[config.mk]
export PLATFORM = sky130hd
export DESIGN_NAME = reception_queue
export DESIGN_NICKNAME = d
export VERILOG_FILES = /design/src/rtl/reception_queue.sv
export SDC_FILE = /design/constraint.sdc
export NUM_CORES = 1
export LEC_CHECK = 0
export CAP_MARGIN = 0
export CORE_MARGIN = 4
export CORE_UTILIZATION = 58
export CTS_BUF_LIST = sky130_fd_sc_hd__clkbuf_8 sky130_fd_sc_hd__clkbuf_16
export CTS_CLUSTER_DIAMETER = 50
export CTS_CLUSTER_SIZE = 25
export DETAILED_ROUTE_END_ITERATION = 8
export HOLD_SLACK_MARGIN = 0.06
export PLACE_DENSITY = 0.87
export SYNTH_ARGS = -nofsm -noshare
export SYNTH_HDL_FRONTEND = slang
export SYNTH_SLANG_ARGS = --single-unit
[constraint.sdc]
create_clock -name clk -period 2.9 [get_ports clk]
set_input_delay 0.435 -clock clk [delete_from_list [all_inputs] [get_ports clk]]
set_output_delay 0.435 -clock clk [all_outputs]
set_load 0.01 [all_outputs]
[src/rtl/reception_queue.sv]
// Reception desk arrival queue: tokens arriving patients, holds them in FIFO
// order and offers the head patient to the doctor allocator, retrying after a wait.
module reception_queue #(
  parameter int unsigned DEPTH        = 8,
  parameter int unsigned TOKEN_W      = 8,
  parameter int unsigned RETRY_CYCLES = 15
) (
  input  logic                         clk,
  input  logic                         start,
  input  logic                         arrive,
  input  logic [1:0]                   arrive_query,
  output logic                         arrive_ack,
  output logic                         arrive_drop,
  output logic [TOKEN_W-1:0]           arrive_token,
  output logic                         alloc_req,
  output logic [1:0]                   alloc_query,
  input  logic [1:0]                   alloc_msg,
  output logic                         assign_valid,
  output logic [TOKEN_W-1:0]           assign_token,
  output logic [1:0]                   assign_doctor,
  output logic [$clog2(DEPTH+1)-1:0]   count,
  output logic                         full,
  output logic                         empty
);

  localparam int unsigned AW = $clog2(DEPTH);
  localparam int unsigned CW = $clog2(DEPTH + 1);
  localparam int unsigned BW = (RETRY_CYCLES > 1) ? $clog2(RETRY_CYCLES) : 1;
  localparam logic [CW-1:0] FULL_CNT   = CW'(DEPTH);
  localparam logic [BW-1:0] RETRY_LOAD = BW'(RETRY_CYCLES - 1);

  typedef enum logic [1:0] {
    IDLE,
    REQ,
    RESP,
    BACKOFF
  } state_t;

  state_t               state, state_nxt;
  logic [AW-1:0]        wptr, rptr;
  logic [CW-1:0]        count_nxt;
  logic [TOKEN_W-1:0]   tok;
  logic [BW-1:0]        boff;
  logic [TOKEN_W+1:0]   mem [DEPTH];
  logic [1:0]           head_query;
  logic [TOKEN_W-1:0]   head_token;
  logic                 push, pop, load_boff, issue_req;

  // full is the registered flag, so a pop on the same edge cannot make room
  assign push       = arrive & ~full;
  assign head_query = mem[rptr][TOKEN_W+1:TOKEN_W];
  assign head_token = mem[rptr][TOKEN_W-1:0];

  always_ff @(posedge clk or posedge start) begin
    if (start) state <= IDLE;
    else       state <= state_nxt;
  end

  always_comb begin
    state_nxt = state;
    pop       = 1'b0;
    load_boff = 1'b0;
    case (state)
      IDLE:    if (count != '0) state_nxt = REQ;
      REQ:     state_nxt = RESP;
      RESP: begin
        if (alloc_msg == 2'd1 || alloc_msg == 2'd2) begin
          pop       = 1'b1;
          state_nxt = IDLE;
        end else begin
          load_boff = 1'b1;
          state_nxt = BACKOFF;
        end
      end
      BACKOFF: if (boff == '0) state_nxt = REQ;
      default: state_nxt = IDLE;
    endcase
    issue_req = (state_nxt == REQ);

    case ({push, pop})
      2'b10:   count_nxt = count + CW'(1);
      2'b01:   count_nxt = count - CW'(1);
      default: count_nxt = count;
    endcase
  end

  always_ff @(posedge clk) begin
    if (push) mem[wptr] <= {arrive_query, tok};
  end

  always_ff @(posedge clk or posedge start) begin
    if (start) begin
      wptr          <= '0;
      rptr          <= '0;
      count         <= '0;
      full          <= 1'b0;
      empty         <= 1'b1;
      tok           <= TOKEN_W'(1);
      boff          <= '0;
      arrive_ack    <= 1'b0;
      arrive_drop   <= 1'b0;
      arrive_token  <= '0;
      alloc_req     <= 1'b0;
      alloc_query   <= '0;
      assign_valid  <= 1'b0;
      assign_token  <= '0;
      assign_doctor <= '0;
    end else begin
      count <= count_nxt;
      full  <= (count_nxt == FULL_CNT);
      empty <= (count_nxt == '0);

      if (push) begin
        wptr <= wptr + AW'(1);
        // token 0 is reserved, so the counter wraps back to 1
        tok  <= (tok == '1) ? TOKEN_W'(1) : tok + TOKEN_W'(1);
      end
      if (pop) rptr <= rptr + AW'(1);

      arrive_ack    <= push;
      arrive_drop   <= arrive & full;
      arrive_token  <= push ? tok : '0;

      alloc_req     <= issue_req;
      alloc_query   <= issue_req ? head_query : '0;

      assign_valid  <= pop;
      assign_token  <= pop ? head_token : '0;
      assign_doctor <= pop ? alloc_msg : '0;

      if (load_boff)                          boff <= RETRY_LOAD;
      else if (state == BACKOFF && boff != '0) boff <= boff - BW'(1);
    end
  end

endmodule
==> impl_metrics.py, run 1 <==
metrics = {
    "final_layout": {
        "post-route-util_pct": 74.61,
        "final_layout_size_suffix_gt1_share_pct": 19.11,
        "synth_to_layout_area_growth_pct": 22.53,
        "final.fill_count": 480,
        "insertedDiodeCount": 0,
        "layout_nets": 382,
        "design_area_mm2": 0.006254,
    },
    "pwr": {
        "ir_drop_v": 0.0006587,
        "p_leak_nw": 2.397,
        "power_w": 0.006768,
        "power_per_cell_area_mw_per_mm2": 1082,
    },
    "worst_setup_path": {
        "crit_slowest_cell": "sky130_fd_sc_hd__or4b_1",
        "worstPathMaxFanout": 3,
        "critical-path-max-stage-delay_ns": 0.50,
        "critPathCaptureType": "flop",
        "cp_data_arrival_time_ns": 2.85,
        "worst_path_top_cell_family_by_delay": "XOR/XNOR gates",
        "timing.critical_path.from_type": "input pin",
        "path_cells": "clkdlybuf4s50_1 -> xnor2_1 -> buf_4 -> nor3_4 -> xor2_1 -> ha_1 -> a21oi_1 -> xnor3_1 -> or4b_1 -> a21boi_1",
        "worst-endpoint-required_ns": 3.33,
        "criticalPathCategory": "input pin to flop",
        "worst-path-buf-inv": 2,
    },
    "sta": {
        "finalSetupTns_ns": 0,
        "timing.final.hold_violations": 0,
        "setup_violations": 0,
        "period_needed_ns": 2.425,
        "report.final.slew_viol_count": 0,
        "fin_hold_ws_ns": 0.3108,
        "grt_setup_unrepaired": "no",
        "relSlewSlack_pct": 34.11,
        "final.period_utilization_pct": 83.61,
        "worst_clock_skew_ns": 0.007390,
        "max_clock_freq_mhz": 412.4,
        "tightest_slew_ns": 0.9883,
    },
    "yosys": {
        "synth_xor_xnor_area_share_pct": 3.015,
        "synth-seq-cells": 130,
        "syn-cell-area_mm2": 0.005104,
        "synth_top_flop_cell": "sky130_fd_sc_hd__edfxtp_1",
        "synth_fp_nets": 321,
        "yosys-top-cells-area": "sky130_fd_sc_hd__edfxtp_1, sky130_fd_sc_hd__dfrtp_1, sky130_fd_sc_hd__mux4_2, sky130_fd_sc_hd__mux2i_1, sky130_fd_sc_hd__xnor2_1",
        "share_of_the_synthesized_area_in_compound_gates_ao_oa_aoi_oai_pct": 2.476,
        "cell_taking_the_most_area_after_synthesis": "sky130_fd_sc_hd__edfxtp_1",
        "synth_top_cells_by_count": "sky130_fd_sc_hd__edfxtp_1, sky130_fd_sc_hd__dfrtp_1, sky130_fd_sc_hd__nand2_1, sky130_fd_sc_hd__mux4_2, sky130_fd_sc_hd__nor2_1",
        "synth_sequential_area_ratio_pct": 71.64,
        "synth_cell_types": 43,
        "synth_simple_gate_area_share_pct": 8.948,
        "synth_cells": 308,
        "syn_avg_cell_area_um2": 16.57,
        "synth_edf_count": 80,
        "synth_top_family_by_area": "multiplexers",
        "post_synth_fa_ha_maj_area_fraction_pct": 1.471,
        "synth_warnings": 0,
        "yosys-mux-area-fraction_pct": 11.01,
        "yosys.cell_count.top_type": "sky130_fd_sc_hd__edfxtp_1",
        "synth_top_cell_area_share_pct": 47.07,
        "fraction_of_synthesis_flops_using_an_asynchronous_set_or_reset_pin_pct": 38.46,
    },
    "place": {
        "detailed_place_hpwl_um": 5636,
        "gp_routability_congestion": 0.7733,
        "placement.io_buffers": 36,
        "placed_area_mm2": 0.005678,
    },
    "global_routing": {
        "gr-total-overflow": 0,
        "grt_start_max_net_pins": 31,
        "grt_antenna_before_repair": 0,
        "track_usage_pct": 22.65,
        "grt_first_pass_wirelength_um": 16790,
        "number_of_global_route_vias_before_repair": 3016,
    },
    "route": {
        "detailroute.via_count": 2863,
        "ant_nets": 0,
        "drc_errors": 0,
        "vias_per_cell": 5.879,
        "detail_route.first_pass.iterations": 4,
        "wl_um": 10170,
        "route.detailed.wl_per_inst_um": 20.89,
        "drt_iter0_markers": 238,
    },
    "clock_tree": {
        "cts_resized": 0,
        "number_of_buffers_inserted_during_clock_tree_synthesis": 17,
        "ctsRootBufferMaster": "sky130_fd_sc_hd__clkbuf_8",
        "clkTransAtPathRegs_ns": 0.06,
        "cts_tree": "done",
        "cts.hold.buffers_added": 0,
        "cts_num_sinks": 130,
        "post_cts.repair.setup_buffers": 0,
        "htree_num_levels": 4,
        "clock_tree.buffer_depth": 2,
        "clk-insertion-delay-late_ns": 0.51,
    },
    "floorplan": {
        "die_area_mm2": 0.01036,
        "fp.dieH_um": 101.8,
        "start_util_pct": 60.89,
        "die-width_um": 101.8,
        "core_area_mm2": 0.008382,
        "floorplan.io_pins": 37,
        "std_cell_rows": 33,
    },
    "hold_path": {
        "min_path_type": "input pin to asynchronous set/reset pin",
    },
    "flow_run": {
        "cap_violations": 0,
    },
    "status": {
        "run_status": "complete, no violations",
    },
}
==> placed cells by master, fill, tap and decap left out, types with 2 or more instances in the layout <==
cell	netlist	layout
sky130_fd_sc_hd__ha_1	6	6
sky130_fd_sc_hd__mux2i_1	10	10
sky130_fd_sc_hd__xor2_1	4	4
sky130_fd_sc_hd__nor2_1	18	18
sky130_fd_sc_hd__nor3b_1	3	3
sky130_fd_sc_hd__nor2b_1	2	2
sky130_fd_sc_hd__nor3_1	7	7
sky130_fd_sc_hd__nor4_1	4	3
sky130_fd_sc_hd__and2_1	9	9
sky130_fd_sc_hd__nand3_1	4	4
sky130_fd_sc_hd__xnor2_1	11	11
sky130_fd_sc_hd__nand2b_1	9	9
sky130_fd_sc_hd__clkinv_2	0	6
sky130_fd_sc_hd__nand2_1	22	22
sky130_fd_sc_hd__edfxtp_1	80	80
sky130_fd_sc_hd__bufinv_16	0	3
sky130_fd_sc_hd__o211ai_1	2	2
sky130_fd_sc_hd__dfrtp_1	48	48
sky130_fd_sc_hd__mux4_2	20	20
sky130_fd_sc_hd__inv_2	1	2
sky130_fd_sc_hd__a21oi_1	5	5
sky130_fd_sc_hd__inv_1	7	9
sky130_fd_sc_hd__clkbuf_16	0	16
sky130_fd_sc_hd__clkbuf_8	0	2
sky130_fd_sc_hd__and3_1	2	2
sky130_fd_sc_hd__dfstp_2	2	2
sky130_fd_sc_hd__clkdlybuf4s50_1	0	36
sky130_fd_sc_hd__buf_4	1	16
sky130_fd_sc_hd__o21ai_0	4	4
sky130_fd_sc_hd__a31oi_1	2	2
==> power by group <==
part,leakage [nW],switching [W],internal (W)
Combinational,0.735,0.000807,0.000908
Clock,0.298,0.000744,0.00131
Sequential,1.36,0.000476,0.00252
==> state kept, by name (all words and copies together) (netlist names), 2 cells and up <==
register	cells
alloc_query	2
state	2
assign_token	8
mem	80
boff	4
assign_doctor	2
wptr	3
rptr	3
arrive_token	8
count	4
tok	8
==> metrics by stage <==
stage	cells	setup WS (ns)
2_1_floorplan	308	0.2171
3_3_place_gp	455	0.08834
3_5_place_dp	455	-0.004222
4_1_cts	487	0.4567
5_1_grt	487	0.2420
6_report	487	0.4754
==> kinds of logic (layout without fill, tap and decap cells) <==
logic type	after synthesis	count (layout)
buffers and inverters	18	92
adders and majority gates	6	6
DFF	130	130
AOI/OAI and AO/OA	20	20
xor gates and xnor gates	16	16
muxes	31	31
and+or+nand+nor	87	87
==> final cells by class <==
cell class / instances / area (um2) / share of cell area (%)
clock buffer: 18 / 427.9 / 6.843
inverter: 8 / 30.03 / 0.4802
sequential: 130 / 3656 / 58.46
clock inverter: 14 / 147.6 / 2.361
multi-input combinational: 160 / 1380 / 22.07
tap: 105 / 131.4 / 2.101
timing repair buffer: 52 / 480.5 / 7.683
==> worst paths after layout <==
check / from / endpoint / slack [ns] / cells past startpoint
max: alloc_msg[1] / full / 0.48 / 10
min: start / assign_doctor[0] / 0.31 / 2
max reg2reg: state[0] / full / 0.48 / 8
min reg2reg: full / arrive_drop / 0.52 / 1
max in group asynchronous: start / rptr[1] / 1.84 / 3
min in group clk: full / arrive_drop / 0.52 / 1
==> per-layer routing <==
layer  up-vias  global-route usage (%)  part of all wire (%)
li1       1282                       -                     -
met1      1472                   29.67                    41
met2        91                   36.52                    52
met3        18                   6.474                   5.0
met4         0                   8.384                   1.7
met5         -                       0                     0
(Power assumes the default switching activity.)
==> inputs of run 2 (changes only) <==
CORE_UTILIZATION = 52   (was 58)
PLACE_DENSITY = 0.83   (was 0.87)
clock period = 2.2 ns   (was 2.9 ns; I/O delays follow)
==> impl_metrics.py, run 2 (same netlist as run 1, synthesis figures left out) <==
metrics = {
    "pwr": {
        "power.internal_w": 0.006343,
        "power_per_cell_area_mw_per_mm2": 1406,
        "ir_drop_v": 0.0008417,
        "comb_power_share_pct": 28.4,
        "p_leak_nw": 2.460,
        "sw_frac_of_total_pct": 30.06,
        "power_frac_seq_pct": 42.8,
        "power.net_switching_w": 0.002726,
        "clockPowerShare_pct": 28.9,
    },
    "clock_tree": {
        "cts_tree": "done",
        "clkTransAtPathRegs_ns": 0.06,
        "ctsRootBufferMaster": "sky130_fd_sc_hd__clkbuf_8",
        "cts_num_sinks": 130,
        "clock_tree.buffer_depth": 2,
        "number_of_buffers_inserted_during_clock_tree_synthesis": 17,
        "cts.hold.buffers_added": 0,
        "htree_num_levels": 4,
        "clk-insertion-delay-late_ns": 0.51,
    },
    "route": {
        "drt_iter0_markers": 199,
        "wl_um": 10140,
        "vias_per_cell": 5.513,
        "ant_nets": 0,
        "drc_errors": 0,
        "detailroute.via_count": 2861,
        "detail_route.first_pass.iterations": 4,
        "route.detailed.wl_per_inst_um": 19.54,
    },
    "floorplan": {
        "die-width_um": 107.1,
        "fp.dieH_um": 107.1,
        "floorplan.io_pins": 37,
        "die_area_mm2": 0.01146,
        "std_cell_rows": 35,
        "start_util_pct": 54.21,
        "core_area_mm2": 0.009415,
    },
    "sta": {
        "timing.final.ws_setup_ns": 0.05693,
        "final.period_utilization_pct": 97.41,
        "relSlewSlack_pct": 54.32,
        "setup_violations": 0,
        "fin_hold_ws_ns": 0.1548,
        "timing.final.hold_violations": 0,
        "max_clock_freq_mhz": 466.6,
        "period_needed_ns": 2.143,
        "tightest_slew_ns": 0.6852,
        "finalSetupTns_ns": 0,
        "worst_clock_skew_ns": 0.01408,
        "report.final.slew_viol_count": 0,
    },
    "global_routing": {
        "grt_start_max_net_pins": 34,
        "grt_first_pass_wirelength_um": 16260,
        "number_of_global_route_vias_before_repair": 3021,
        "gr-total-overflow": 0,
        "track_usage_pct": 19.27,
        "grt_antenna_before_repair": 0,
    },
    "hold_path": {
        "min_path_type": "input pin to asynchronous set/reset pin",
    },
    "place": {
        "pre_cts_slack_ns": -0.5707,
        "detailed_place_hpwl_um": 5899,
        "gp_routability_congestion": 0.7624,
        "placement.io_buffers": 36,
        "place.detailed.instances": 485,
    },
    "worst_setup_path": {
        "cp_data_arrival_time_ns": 2.57,
        "worst-endpoint-required_ns": 2.63,
        "timing.critical_path.from_type": "input pin",
        "worstPathMaxFanout": 3,
        "critPathCaptureType": "flop",
        "criticalPathCategory": "input pin to flop",
    },
    "final_layout": {
        "final_layout_size_suffix_gt1_share_pct": 23.85,
        "synth_to_layout_area_growth_pct": 26.38,
        "largest_register_ffs": 80,
        "layoutNonFillerInstCount": 519,
        "layout_nets": 390,
        "post-route-util_pct": 68.51,
        "insertedDiodeCount": 0,
        "final_cell_mix": "sky130_fd_sc_hd__edfxtp_1, sky130_fd_sc_hd__dfrtp_1, sky130_fd_sc_hd__clkdlybuf4s50_1",
        "largest-register": "mem",
        "layout.cells.most_common": "sky130_fd_sc_hd__edfxtp_1",
    },
    "flow_run": {
        "cap_violations": 0,
    },
    "status": {
        "run_status": "complete, no violations",
    },
}
[run 2: cell count changes in the layout (fill, tap and decap cells not counted), moves of 2 or more]
| cell | previous run | this run |
|---|---|---|
| sky130_fd_sc_hd__clkinv_2 | 6 | 2 |
| sky130_fd_sc_hd__clkinv_4 | 1 | 3 |
| sky130_fd_sc_hd__ha_2 | 0 | 2 |
| sky130_fd_sc_hd__ha_1 | 6 | 4 |
| sky130_fd_sc_hd__buf_4 | 16 | 22 |
| sky130_fd_sc_hd__buf_12 | 0 | 2 |
| sky130_fd_sc_hd__nand2b_1 | 9 | 7 |
| sky130_fd_sc_hd__nand2b_4 | 0 | 2 |
[run 2: final cells by class]
class,count,area [um2]
flip-flops and latches,130,3657
fillers,604,2965
multi-input cells,160,1468
repair buffers,60,564.3
clock buffers,19,441.7
well taps,129,161.4
clock inverters,13,122.6
inverters,8,35.03
[run 2: critical path, stage by stage]
cell and delay, ns:
sky130_fd_sc_hd__clkdlybuf4s50_1 0.53, sky130_fd_sc_hd__xnor2_4 0.20, sky130_fd_sc_hd__nor3_4 0.22, sky130_fd_sc_hd__xor2_1 0.11, sky130_fd_sc_hd__ha_2 0.18, sky130_fd_sc_hd__a21oi_2 0.13
sky130_fd_sc_hd__xnor3_1 0.23, sky130_fd_sc_hd__or4b_4 0.51, sky130_fd_sc_hd__a21boi_2 0.14
[run 2: path summary, 6_finish.rpt]
kind	start	end	slack, ns	cells after the start
setup / recovery	alloc_msg[1]	full	0.06	9
hold / removal	start	assign_token[4]	0.15	2
setup reg to reg	state[0]	full	0.08	10
hold reg to reg	boff[1]	boff[1]	0.54	2
max in group asynchronous	start	tok[0]	1.45	3
min in group clk	alloc_msg[0]	assign_doctor[1]	0.30	2
[run 2: per-stage QoR]
step / total power (W) / instance area [um2]
6_report: 0.009070 / 6450
5_1_grt: 0.009524 / 6450
4_1_cts: 0.009052 / 6401
3_5_place_dp: 0.006335 / 5816
3_3_place_gp: 0.006199 / 5816
2_1_floorplan: 0.005346 / 5149
[run 2: power groups by stage]
stage | Sequential [W] | Combinational (W) | Clock (W)
after CTS | 0.00386 | 0.00253 | 0.00266
after global routing | 0.00395 | 0.00279 | 0.00278
after global placement | 0.00382 | 0.00237 | 0
after detailed placement | 0.00388 | 0.00246 | 0
after floorplan | 0.00376 | 0.00159 | 0
final | 0.00388 | 0.00257 | 0.00262
[run 2: layer usage]
layer | vias to the layer above | GRT usage, % | share of wire, %
met5 | - | 0 | 0
met4 | 0 | 6.849 | 1.3
met3 | 8 | 4.756 | 4.4
met2 | 88 | 31.95 | 52
met1 | 1474 | 24.85 | 42
li1 | 1291 | - | -
[run 2: repair_timing]
item,4_1_cts,5_1_grt
gates resized for setup,3,11
buffers inserted,2,0
pin swaps,2,1
setup endpoints to repair,3,3
==> inputs of run 3 (changes only) <==
CAP_MARGIN = 20   (was 0)
PLACE_DENSITY = unset   (was 0.83)
PLACE_DENSITY_LB_ADDON = 0.15   (was unset)
RECOVER_POWER = 50   (was unset)
==> impl_metrics.py, run 3 (same netlist as run 1, synthesis figures left out) <==
metrics = {
    "route": {
        "route.detailed.wl_per_inst_um": 18.53,
        "detail_route.first_pass.iterations": 4,
        "wl_um": 9656,
        "drc_errors": 0,
        "vias_per_cell": 5.443,
        "detailroute.via_count": 2836,
        "ant_nets": 0,
        "drt_iter0_markers": 188,
    },
    "pwr": {
        "power_frac_seq_pct": 41.7,
        "power.net_switching_w": 0.002712,
        "ir_drop_v": 0.0008234,
        "power_per_cell_area_mw_per_mm2": 1423,
        "p_leak_nw": 2.500,
        "clockPowerShare_pct": 30.8,
        "power.internal_w": 0.006565,
        "sw_frac_of_total_pct": 29.24,
        "comb_power_share_pct": 27.5,
    },
    "place": {
        "pre_cts_slack_ns": -0.5236,
        "detailed_place_hpwl_um": 5505,
        "place.detailed.instances": 487,
        "placement.io_buffers": 36,
        "gp_routability_congestion": 0.8119,
    },
    "sta": {
        "tightest_slew_ns": 1.302,
        "timing.final.ws_setup_ns": 0.09113,
        "setup_violations": 0,
        "report.final.slew_viol_count": 0,
        "grt_setup_unrepaired": "yes",
        "fin_hold_ws_ns": 0.1626,
        "max_clock_freq_mhz": 474.2,
        "worst_clock_skew_ns": 0.006181,
        "relSlewSlack_pct": 13.21,
        "finalSetupTns_ns": 0,
        "timing.final.hold_violations": 0,
        "period_needed_ns": 2.109,
        "final.period_utilization_pct": 95.86,
    },
    "worst_setup_path": {
        "timing.critical_path.from_type": "flop",
        "criticalPathCategory": "flop to flop",
        "worst-endpoint-required_ns": 2.64,
        "critPathCaptureType": "flop",
        "cp_data_arrival_time_ns": 2.55,
        "worstPathMaxFanout": 6,
    },
    "global_routing": {
        "grt_start_max_net_pins": 51,
        "grt_first_pass_wirelength_um": 15880,
        "number_of_global_route_vias_before_repair": 2998,
        "gr-total-overflow": 0,
        "track_usage_pct": 18.75,
        "grt_antenna_before_repair": 0,
    },
    "clock_tree": {
        "clock_tree.buffer_depth": 2,
        "cts_tree": "done",
        "cts.hold.buffers_added": 0,
        "cts_num_sinks": 130,
        "number_of_buffers_inserted_during_clock_tree_synthesis": 17,
        "clk-insertion-delay-late_ns": 0.50,
        "htree_num_levels": 4,
        "ctsRootBufferMaster": "sky130_fd_sc_hd__clkbuf_8",
        "clkTransAtPathRegs_ns": 0.06,
    },
    "final_layout": {
        "final_layout_size_suffix_gt1_share_pct": 24.23,
        "layout_nets": 392,
        "post-route-util_pct": 69.25,
        "layout.cells.most_common": "sky130_fd_sc_hd__edfxtp_1",
        "largest_register_ffs": 80,
        "largest-register": "mem",
        "synth_to_layout_area_growth_pct": 27.75,
        "final_cell_mix": "sky130_fd_sc_hd__edfxtp_1, sky130_fd_sc_hd__dfrtp_1, sky130_fd_sc_hd__clkdlybuf4s50_1",
        "insertedDiodeCount": 0,
        "layoutNonFillerInstCount": 521,
    },
    "floorplan": {
        "die_area_mm2": 0.01146,
        "std_cell_rows": 35,
        "fp.dieH_um": 107.1,
        "core_area_mm2": 0.009415,
        "floorplan.io_pins": 37,
        "start_util_pct": 54.21,
        "die-width_um": 107.1,
    },
    "flow_run": {
        "cap_violations": 0,
    },
    "hold_path": {
        "min_path_type": "input pin to flop",
    },
    "status": {
        "run_status": "complete, no violations",
    },
}
[run 3: cell types whose count changed in the layout (fill, tap and decap cells not counted), sizes merged, moves of 2 or more]
cell,previous run,this run
clkinv,6,8
dlygate4sd3,0,3
clkdlybuf4s50,35,31
dlymetal6s2s,0,2
bufinv,2,4
inv,12,9
[run 3: what timing repair did]
| action | in CTS | in global routing |
|---|---|---|
| setup buffers | 0 | 2 |
| pin swaps | 1 | 7 |
| resized for setup | 1 | 14 |
| endpoints found under the setup margin | 1 | 3 |
[run 3: cell type report]
class	instances	area [um2]
sequential	130	3657
fill	615	2895
multi-input combinational	160	1470
timing repair buffer	62	579.3
clock buffer	18	427.9
clock inverter	14	188.9
tap	129	161.4
inverter	8	35.03
[run 3: path summary, 6_finish.rpt]
| kind | from | slack (ns) | to | depth (start not counted) |
|---|---|---|---|---|
| max in group asynchronous | start | 0.64 | state[1] | 3 |
| worst max register to register | state[1] | 0.09 | empty | 11 |
| worst max-delay path | state[1] | 0.09 | empty | 11 |
| worst min-delay path | alloc_msg[0] | 0.16 | assign_doctor[1] | 2 |
| worst min register to register | full | 0.53 | arrive_drop | 1 |
| min in group asynchronous | start | 0.70 | assign_valid | 3 |
[run 3: critical path, cell delays in order, from the launching register on]
cell                       delay [ns]
sky130_fd_sc_hd__dfrtp_2         0.43
sky130_fd_sc_hd__nor2b_4         0.20
sky130_fd_sc_hd__nand2b_1        0.09
sky130_fd_sc_hd__inv_1           0.07
sky130_fd_sc_hd__ha_1            0.21
sky130_fd_sc_hd__buf_4           0.16
sky130_fd_sc_hd__nand4b_1        0.12
sky130_fd_sc_hd__o21ai_0         0.12
sky130_fd_sc_hd__o311ai_1        0.33
sky130_fd_sc_hd__nor3_2          0.08
sky130_fd_sc_hd__buf_4           0.14
sky130_fd_sc_hd__a21oi_2         0.09
[run 3: power by group through the flow]
stage          sequential (W)  combinational [W]  clock [W]
2_1_floorplan         0.00376            0.00159          0
3_3_place_gp          0.00384            0.00243          0
3_5_place_dp          0.00388            0.00248          0
4_1_cts               0.00385            0.00252    0.00291
5_1_grt               0.00396            0.00279    0.00303
6_report              0.00386            0.00255    0.00286
[run 3: through the flow]
step	power [W]	instance area, um2
detailed placement	0.006360	5843
floorplan	0.005346	5149
finish	0.009277	6520
global placement	0.006273	5843
CTS	0.009287	6467
global route	0.009783	6520
[run 3: metal layers]
layer | routed length (um) | GRT usage [%]
met4 | 81 | 6.941
met2 | 4775 | 28.91
met3 | 569 | 5.358
met5 | 0 | 0
met1 | 4229 | 25.56
==> RTL change: new RTL, flow settings as in run 3 <==
Re-encode `state_t` (4 states) as one-hot, 4 bits wide.
--- a/src/rtl/reception_queue.sv
+++ b/src/rtl/reception_queue.sv
@@ -29,11 +29,11 @@
   localparam logic [CW-1:0] FULL_CNT   = CW'(DEPTH);
   localparam logic [BW-1:0] RETRY_LOAD = BW'(RETRY_CYCLES - 1);
 
-  typedef enum logic [1:0] {
-    IDLE,
-    REQ,
-    RESP,
-    BACKOFF
+  typedef enum logic [3:0] {
+    IDLE    = 4'b0001,
+    REQ     = 4'b0010,
+    RESP    = 4'b0100,
+    BACKOFF = 4'b1000
   } state_t;
 
   state_t               state, state_nxt;
Check against the original RTL: same outputs for any inputs over 10 cycles, from zero or initial values; not proved beyond that.
==> RTL change against run 3 <==
  * The run now ends with negative setup slack left
  * Hold slack improved by 0.30 ns
  * Synthesized area rose by 2.4%
  * Sequential power fell by 2%
  * Sequential cell count rose by 2
  * Design area rose by 1.4%
  * Setup slack got worse by 0.22 ns
  * Synthesized cell count rose by 2.9%
  * Combinational power fell by 17%
  * Routed wire length fell by 1.4%
  * Power fell by 7.6%
==> RTL change: results (changes against run 3) <==
Synth area leaders: edfxtp_1 46%, dfrtp_1 23%, mux4_2 8.6% (was edfxtp_1 47%, dfrtp_1 24%, mux4_2 8.8%)
Fin Clk Skew: 0.0103 ns (was 0.00618 ns)
Vias in the first global route: 3,011 (was 2,998)
Sequential area share after synthesis: 71.0% (was 71.6%)
Gr usage total: 18.4% (was 18.7%)
Global-route wire length before repair: 15,900 um (about the same)
WP data arrival: 2.74 ns (was 2.55 ns)
Nets: 406 (was 392)
Status: finished, violations left (was complete, no violations)
Placement Setup Slack: -0.588 ns (was -0.524 ns)
FFs w/ async S/R, synth: 39.4% (was 38.5%)
Hold Startpoint: arrive (was alloc_msg[0])
DR pass1 iterations: 5 (was 4)
Failing checks: negative setup slack
Worst-Margin Slew: 1.36 ns (was 1.30 ns)
HPWL after detailed placement: 5740 um (was 5510 um)
Setup WS post-layout: -0.128 ns (was 0.0911 ns)
Leakage: 0.00250 uW (about the same)
Critical path's slowest cell: dfrtp_1 (was dfrtp_2)
R2R Path Start: state[3] (was state[1])
Via density: 5.29 (was 5.44)
Post-synthesis compound-gate area fraction: 2.51% (was 2.48%)
Endpoints failing setup: 3 (was 0)
Max Fanout on Critical Path: 3 (was 6)
Final wirelength: 9520 um (was 9660 um)
Share of cells above drive strength 1: 24.2% (about the same)
Hold slack final: 0.461 ns (was 0.163 ns)
Setup Total Neg Slack: -0.259 ns (was 0 ns)
## RTL change: area by class of cell
class | count | area (sq um)
Multi-Input combinational cell | 164 | 1500
Tap cell | 133 | 166
Sequential cell | 132 | 3710
Inverter | 9 | 33.8
Timing Repair Buffer | 68 | 636
Clock buffer | 18 | 439
Fill cell | 680 | 3160
Clock inverter | 14 | 131
## RTL change: cells by family (layout without fill, tap and decap cells)
logic type | Yosys count | count (layout)
flip-flops | 132 | 132
AND/OR/NAND/NOR | 92 | 92
multiplexers | 31 | 31
buffers and inverters | 21 | 109
AO/OA/AOI/OAI | 18 | 18
XOR/XNOR | 16 | 16
adder cells (fa/ha/maj) | 7 | 7
## RTL change: per-layer routing
layer / global-route usage (%) / part of all wire (%) / vias up
met2: 29.4 / 50 / 67
met1: 25.4 / 43 / 1434
met5: 0 / 0 / -
li1: - / - / 1334
met4: 4.87 / 1.1 / 0
met3: 5.07 / 5.2 / 9
## RTL change: worst max path at each step
stage	from	to	slack [ns]	depth (start not counted)
6_report	state[3]	empty	-0.13	10
5_1_grt	state[3]	empty	-0.27	10
2_1_floorplan	state[3]	empty	-0.06	10
3_5_place_dp	alloc_msg[1]	empty	-0.59	11
4_1_cts	state[3]	empty	-0.13	10
3_3_place_gp	alloc_msg[1]	empty	-0.55	11
## RTL change: through the flow
| step | util (%) | area, sq um |
|---|---|---|
| floorplan | - | 5260 |
| global placement | 61.2 | 5980 |
| detailed placement | 61.2 | 5980 |
| CTS | 67.5 | 6600 |
| global route | 67.7 | 6610 |
| finish | 67.7 | 6610 |
## RTL change: critical path: cells and delay by family (launching register included)
| family | cells | cell delay (ns) |
|---|---|---|
| buf+inv | 1 | 0.11 |
| fa+ha+maj | 2 | 0.48 |
| simple gates | 3 | 0.65 |
| flops | 1 | 0.40 |
| compound gates | 3 | 0.52 |
| xor+xnor | 1 | 0.07 |
## RTL change: power by group through the flow
| stage | combinational (uW) | sequential (uW) | clock, uW |
|---|---|---|---|
| global placement | 2080 | 3800 | 0 |
| floorplan | 1350 | 3740 | 0 |
| CTS | 2150 | 3790 | 2720 |
| global route | 2340 | 3870 | 2840 |
| detailed placement | 2120 | 3820 | 0 |
| finish | 2110 | 3790 | 2670 |
## RTL change: what timing repair did
item,in CTS,in global routing
resized for setup,5,3
setup buffers,3,2
pin swaps,2,4
setup endpoints to repair,3,4
hold buffers,0,0
